===== config.mk =====
export PLATFORM = sky130hd
export DESIGN_NAME = sr_latch_sequencer
export DESIGN_NICKNAME = d
export VERILOG_FILES = /design/src/rtl/sr_latch_sequencer.sv
export SDC_FILE = /design/constraint.sdc
export NUM_CORES = 1
export LEC_CHECK = 0
export ABC_AREA = 1
export ABC_CLOCK_PERIOD_IN_PS = 1600
export BUFFER_PORTS_ARGS = -buffer_cell sky130_fd_sc_hd__buf_2
export CAP_MARGIN = 20
export CORE_MARGIN = 2
export CORE_UTILIZATION = 38
export DETAILED_ROUTE_END_ITERATION = 8
export GPL_TIMING_DRIVEN = 0
export PLACE_DENSITY = 0.54
export SLEW_MARGIN = 10
export SYNTH_ARGS = -nofsm -noshare
export SYNTH_HDL_FRONTEND = slang
export SYNTH_SLANG_ARGS = --single-unit

===== constraint.sdc =====
create_clock -name clk -period 1.6 [get_ports clk]
set_clock_uncertainty 0.1 [all_clocks]
set_input_delay 0.48 -clock clk [delete_from_list [all_inputs] [get_ports clk]]
set_output_delay 0.48 -clock clk [all_outputs]
set_load 0.01 [all_outputs]

===== src/rtl/sr_latch_sequencer.sv =====
`default_nettype none
// ============================================================================
// Module   : sr_latch_sequencer
// Brief    : Drives the S/R inputs of an external cross-coupled NOR latch with
//            fixed-width, non-overlapping pulses followed by a dead time, then
//            checks the synchronized latch outputs against the commanded value.
// Revision : 1.0 - initial release
// ============================================================================
module sr_latch_sequencer #(
  parameter int PULSE_W = 4,
  parameter int DEAD_W  = 3
) (
  input  logic clk,
  input  logic rst_n,
  input  logic set_req,
  input  logic clr_req,
  input  logic fault_clr,
  input  logic latch_q,
  input  logic latch_qn,
  output logic s_out,
  output logic r_out,
  output logic busy,
  output logic done,
  output logic fault,
  output logic target
);

  localparam logic [1:0] c_st_idle  = 2'd0;
  localparam logic [1:0] c_st_pulse = 2'd1;
  localparam logic [1:0] c_st_dead  = 2'd2;
  localparam logic [1:0] c_st_check = 2'd3;

  localparam logic [3:0] c_pulse_last = 4'(PULSE_W - 1);
  localparam logic [3:0] c_dead_last  = 4'(DEAD_W - 1);

  logic       r_q_meta, r_q_s, r_qn_meta, r_qn_s;
  logic [1:0] r_state;
  logic [3:0] r_cnt;
  logic       r_target;
  logic       r_slot_vld, r_slot_val;
  logic       r_s_out, r_r_out, r_done, r_fault;

  logic       w_req, w_req_val;
  logic       w_cmd_vld, w_cmd_val;
  logic       w_skip;
  logic [1:0] w_state_nxt;
  logic [3:0] w_cnt_nxt;
  logic       w_target_nxt;
  logic       w_busy, w_s_nxt, w_r_nxt, w_done_nxt;
  logic       w_mismatch;

  // A simultaneous set and clear decodes as a clear.
  assign w_req      = set_req | clr_req;
  assign w_req_val  = set_req & ~clr_req;
  // A fresh request outranks the pending slot.
  assign w_cmd_vld  = w_req | r_slot_vld;
  assign w_cmd_val  = w_req ? w_req_val : r_slot_val;
  // Latch did not land on the target, or both rails read equal (illegal).
  assign w_mismatch = (r_q_s != r_target) | (r_q_s == r_qn_s);

  // Two-flop synchronizers for the asynchronous latch outputs.
  always_ff @(posedge clk or negedge rst_n) begin
    if (!rst_n) begin
      r_q_meta  <= 1'b0;
      r_q_s     <= 1'b0;
      r_qn_meta <= 1'b0;
      r_qn_s    <= 1'b0;
    end else begin
      r_q_meta  <= latch_q;
      r_q_s     <= r_q_meta;
      r_qn_meta <= latch_qn;
      r_qn_s    <= r_qn_meta;
    end
  end

  // State register with its phase counter and commanded target.
  always_ff @(posedge clk or negedge rst_n) begin
    if (!rst_n) begin
      r_state  <= c_st_idle;
      r_cnt    <= 4'd0;
      r_target <= 1'b0;
    end else begin
      r_state  <= w_state_nxt;
      r_cnt    <= w_cnt_nxt;
      r_target <= w_target_nxt;
    end
  end

  // Next-state logic: accept or skip commands, time the pulse and dead phases.
  always_comb begin
    w_state_nxt  = r_state;
    w_cnt_nxt    = r_cnt;
    w_target_nxt = r_target;
    w_skip       = 1'b0;
    case (r_state)
      c_st_idle: begin
        if (w_cmd_vld) begin
          if ((w_cmd_val == r_target) && (r_q_s == r_target) && (r_qn_s != r_q_s)) begin
            w_skip = 1'b1;
          end else begin
            w_target_nxt = w_cmd_val;
            w_state_nxt  = c_st_pulse;
            w_cnt_nxt    = c_pulse_last;
          end
        end
      end
      c_st_pulse: begin
        if (r_cnt == 4'd0) begin
          w_state_nxt = c_st_dead;
          w_cnt_nxt   = c_dead_last;
        end else begin
          w_cnt_nxt = r_cnt - 4'd1;
        end
      end
      c_st_dead: begin
        if (r_cnt == 4'd0) begin
          w_state_nxt = c_st_check;
        end else begin
          w_cnt_nxt = r_cnt - 4'd1;
        end
      end
      default: begin
        w_state_nxt = c_st_idle;
      end
    endcase
  end

  // Output decode: S and R come from one target bit, so they cannot overlap.
  always_comb begin
    w_busy     = (r_state != c_st_idle);
    w_s_nxt    = (w_state_nxt == c_st_pulse) &  w_target_nxt;
    w_r_nxt    = (w_state_nxt == c_st_pulse) & ~w_target_nxt;
    w_done_nxt = w_skip | (w_state_nxt == c_st_check);
  end

  // Registered latch drives and completion strobe.
  always_ff @(posedge clk or negedge rst_n) begin
    if (!rst_n) begin
      r_s_out <= 1'b0;
      r_r_out <= 1'b0;
      r_done  <= 1'b0;
    end else begin
      r_s_out <= w_s_nxt;
      r_r_out <= w_r_nxt;
      r_done  <= w_done_nxt;
    end
  end

  // One-entry pending slot: filled while busy, emptied on any idle cycle.
  always_ff @(posedge clk or negedge rst_n) begin
    if (!rst_n) begin
      r_slot_vld <= 1'b0;
      r_slot_val <= 1'b0;
    end else if (r_state == c_st_idle) begin
      r_slot_vld <= 1'b0;
    end else if (w_req) begin
      r_slot_vld <= 1'b1;
      r_slot_val <= w_req_val;
    end
  end

  // Sticky fault; a detection in the same cycle as fault_clr keeps it set.
  always_ff @(posedge clk or negedge rst_n) begin
    if (!rst_n) begin
      r_fault <= 1'b0;
    end else if ((r_state == c_st_check) && w_mismatch) begin
      r_fault <= 1'b1;
    end else if (fault_clr) begin
      r_fault <= 1'b0;
    end
  end

  assign s_out  = r_s_out;
  assign r_out  = r_r_out;
  assign busy   = w_busy;
  assign done   = r_done;
  assign fault  = r_fault;
  assign target = r_target;

endmodule
`default_nettype wire


* Word level (Yosys, flattened, before mapping)
Cells that the tools add are included.
** Word-level totals
- Register bits :: 17
- Bits of input ports :: 7
- Logic and storage cells :: 67
** Cells by class
- Bitwise operators :: 9
- Equal/unequal tests :: 13
- Reduce and logical (&&, ||, !) cells :: 10
- Add/sub/neg operators :: 1
- Mux-type cells :: 21
** Operators with widths (number)
- $mux W4 :: 4
- $pmux W4 S3 :: 1
- $mux W1 :: 11
- $mux W2 :: 4
- $eq A2 B2 Y1 const B :: 3
- $ne A2 B2 Y1 const B :: 3
- $pmux W2 S3 :: 1
- $reduce_bool A2 Y1 :: 3
- $eq A2 B1 Y1 const B :: 2
- $logic_not A4 Y1 :: 1
- $or A1 B1 Y1 :: 4
- $reduce_and A4 Y1 :: 1
- $sub A4 B1 Y4 const B :: 1
- $and A1 B1 Y1 :: 3
- $eq A1 B1 Y1 :: 3
- $logic_and A1 B1 Y1 :: 3
- $reduce_bool A3 Y1 :: 1
- $logic_not A2 Y1 :: 1
- $ne A1 B1 Y1 :: 2
- $not A1 Y1 :: 2

* Depth between registers and ports, before layout
- Word-level depth :: 11
- Mapped depth :: 11
- Mapped depth without buffers :: 11

* Worst setup path before layout
OpenSTA, ideal clock, no wires.
- Path kind :: reg-to-output
- Start point :: reg r_state[0]
- End point :: out busy
- Path buffers :: 1
- Data arrival time :: 0.869 ns
- Setup slack :: 0.151 ns
- Stages on the path, launching flop included :: 5
- Path through :: dfrtp_1 inv_1 ha_1 clkbuf_2 inv_1
** On the way
- Cells in the longest elaborated chain, start to end :: 1
** Ends and longest elaborated chain
- from (decl) :: RTL line 37 : logic [1:0] r_state;
- from (signal assigned) :: RTL line 79 : r_state <= c_st_idle;
- from (signal assigned) :: RTL line 83 : r_state <= w_state_nxt;
- $reduce_bool A2 Y1 :: RTL line 130 : w_busy = (r_state != c_st_idle);
- to (decl) :: RTL line 22 : output logic busy,
Every way passes these cells.

* Worst setup path after layout
Ends and elaborated chain as after synthesis.

==> results.toml <==
[outcome]
status = "finished with violations"
violations = "setup timing"

[critical_path]
critPathKind = "flip-flop to output port"
crit_top_cell = "inv_2"
path_cells = "inv_2, ha_4, inv_2, buf_6"
cp_max_fo = 2
critPathSlowestCell = "dfrtp_1"
crit_path_start_kind = "flip-flop"
cp_slowest_stage_delay_ns = 0.41
cp.required_ns = 1.02
cp.arrival_ns = 1.06
cp-end-kind = "output port"

[die]
die_area_mm2 = 0.00285
row_count = 17
coreArea_mm2 = 0.00225
die_y_um = 53.4
io_pins = 13
die_w_um = 53.4
start_util_pct = 41.1

[synth]
synth.largest_area_cell = "dfrtp_1"
netlist.area_leader.share_pct = 45.9
syn_area_um2 = 926
synth_cells = 110
synth_fp_nets = 123
synth_seq_area_share_pct = 45.9
synthTopCellsByArea = "dfrtp_1, nand2_1, ha_1"
netlist-cell-type-count = 23
yosysWarningCount = 0
syn_area_per_cell_um2 = 8.42
synth_seq_cells = 17

[detailed_routing]
drc = 0
final_antenna_net_count = 0
wl_per_cell_um = 10.7
num_vias = 742
drt_iter0_markers = 8
vias_per_cell = 4.52
dr.pass1.iters = 4
wl_mm = 1.75

[global_routing]
use_met1_pct = 17.0
grt_pass1_vias = 681
use_met3_pct = 5.37
grt_use_met2_pct = 24.5
grt_pass1_wl_mm = 2.93
grt-ovfl-total = 0
grt_max_degree = 18
grtUsageTotal_pct = 14.4
antenna_found_initial = 0
grt-busiest-layer = "met2"

[placed_design]
placed_cells = 150
place.gp.congestion = 0.781
hpwl_mm = 1.22
portBuffers = 12
dp_slack_ns = -0.0840

[sta]
fin_hold_ws_ns = 0.196
max_freq_mhz = 609
finalHoldViolations = 0
rsz0062_at_grt = "true"
setup_viol = 1
worstMarginPinSlew_ns = 0.375
slew_violations = 0
fin_crit_sh_pct = 103
worst_slack_ns = -0.0423
slew_headroom_pct = 75.0
final.min_clock_period_ns = 1.64

[cts]
clk_path_buf_depth = 2
cts_tree = "yes"
root_buffer = "clkbuf_4"
clk_latency_ns = 0.29
htreeDepth = 1
cts.clk_slew.worst_paths_ns = 0.09
clock_sinks = 17
cts_buffers = 3

[finish]
antenna_cells = 0
multi_input_area_um2 = 493
final_common_cell = "nand2_1"
area_growth_pct = 31.4
regArea_um2 = 425
final_layout_size_suffix_gt1_share_pct = 39.7
num-fill-cells = 233
layout_common_cells = "nand2_1, dfrtp_1, inv_1"
final_cells = 164
fin_nets = 150

[run]
max_cap_violations = 0

[pwr]
power_density_mw_per_mm2 = 1980
vdd_drop_max_uv = 1080
power_leakage_nw = 0.627

[worst_hold_path]
min_path_type = "primary input to flip-flop"
==> synthesized netlist by cell type (all sizes together) <==
cell     n
clkbuf   1
o211ai   1
xor2     3
nand2   28
inv     21
clkinv   1
a21oi    3
nand3    7
ha       6
o21ai   11
or2      3
dfrtp   17
a211oi   1
nor2     6
nor3     1
==> what timing repair did <==
action | in CTS | in global routing
gates cloned | 0 | 0
gates resized for setup | 14 | 14
pin swaps | 1 | 16
setup buffers | 5 | 6
hold buffers | 1 | 0
setup endpoints to repair | 3 | 8
hold endpoints to repair | 8 | 0
==> cell type report <==
type / instances / area share [%]
Clock buffer: 4 / 2.16
Inverter: 22 / 7.00
Multi-Input combinational cell: 70 / 40.5
Sequential cell: 17 / 35.0
Tap cell: 28 / 2.88
Timing Repair Buffer: 23 / 12.4
==> power breakdown <==
group / leakage [nW] / internal, mW / switching [mW] / total [mW]
Clock: 0.0150 / 0.0970 / 0.129 / 0.226
Combinational: 0.401 / 0.663 / 0.828 / 1.49
Sequential: 0.211 / 0.582 / 0.108 / 0.690
Total: 0.627 / 1.34 / 1.06 / 2.41
==> sequential cells by signal, indices dropped and copies added, names as in the netlist <==
signal	cells
r_slot_vld	1
r_qn_s	1
r_slot_val	1
fault	1
r_q_meta	1
r_qn_meta	1
done	1
s_out	1
r_state	2
r_cnt	4
r_out	1
r_q_s	1
target	1
==> worst paths after layout <==
path / to / cells after the start / startpoint / slack (ns)
worst max-delay path: busy / 4 / r_state[0] / -0.04
worst min-delay path: r_qn_meta / 1 / latch_qn / 0.20
worst max register to register: r_cnt[1] / 8 / r_cnt[1] / 0.02
worst min register to register: r_qn_s / 0 / r_qn_meta / 0.26
max in group asynchronous: r_cnt[2] / 2 / rst_n / 0.60
min in group asynchronous: s_out / 2 / rst_n / 0.53
==> routing by layer <==
metal | wire length [um] | vias up
met3 | 79 | 3
met5 | 0 | -
met2 | 897 | 12
met4 | 11 | 0
li1 | - | 394
met1 | 764 | 333
==> kinds of logic after synthesis <==
logic type                 share of synthesized area [%]
and+or+nand+nor                                     22.6
buffers and inverters                               9.46
DFF                                                 45.9
AOI/OAI and AO/OA                                   11.1
adders and majority gates                           8.11
xor gates and xnor gates                            2.84
==> stage by stage <==
stage | setup TNS [ns] | util [%] | total power, mW | cell area, um^2
3_5_place_dp | -0.223 | 45.3 | 1.73 | 1020
2_1_floorplan | 0 | - | 1.48 | 926
6_report | -0.0423 | 53.9 | 2.41 | 1220
5_1_grt | -0.528 | 53.9 | 2.65 | 1220
3_3_place_gp | -0.161 | 45.3 | 1.72 | 1020
4_1_cts | -0.154 | 50.7 | 2.20 | 1140
==> critical path: cells and delay by family, from the launching register on <==
family / cells / cell delay (ns)
buf+inv: 3 / 0.22
flops: 1 / 0.41
fa+ha+maj: 1 / 0.14
No activity file was read; power rests on OpenSTA's default activity.
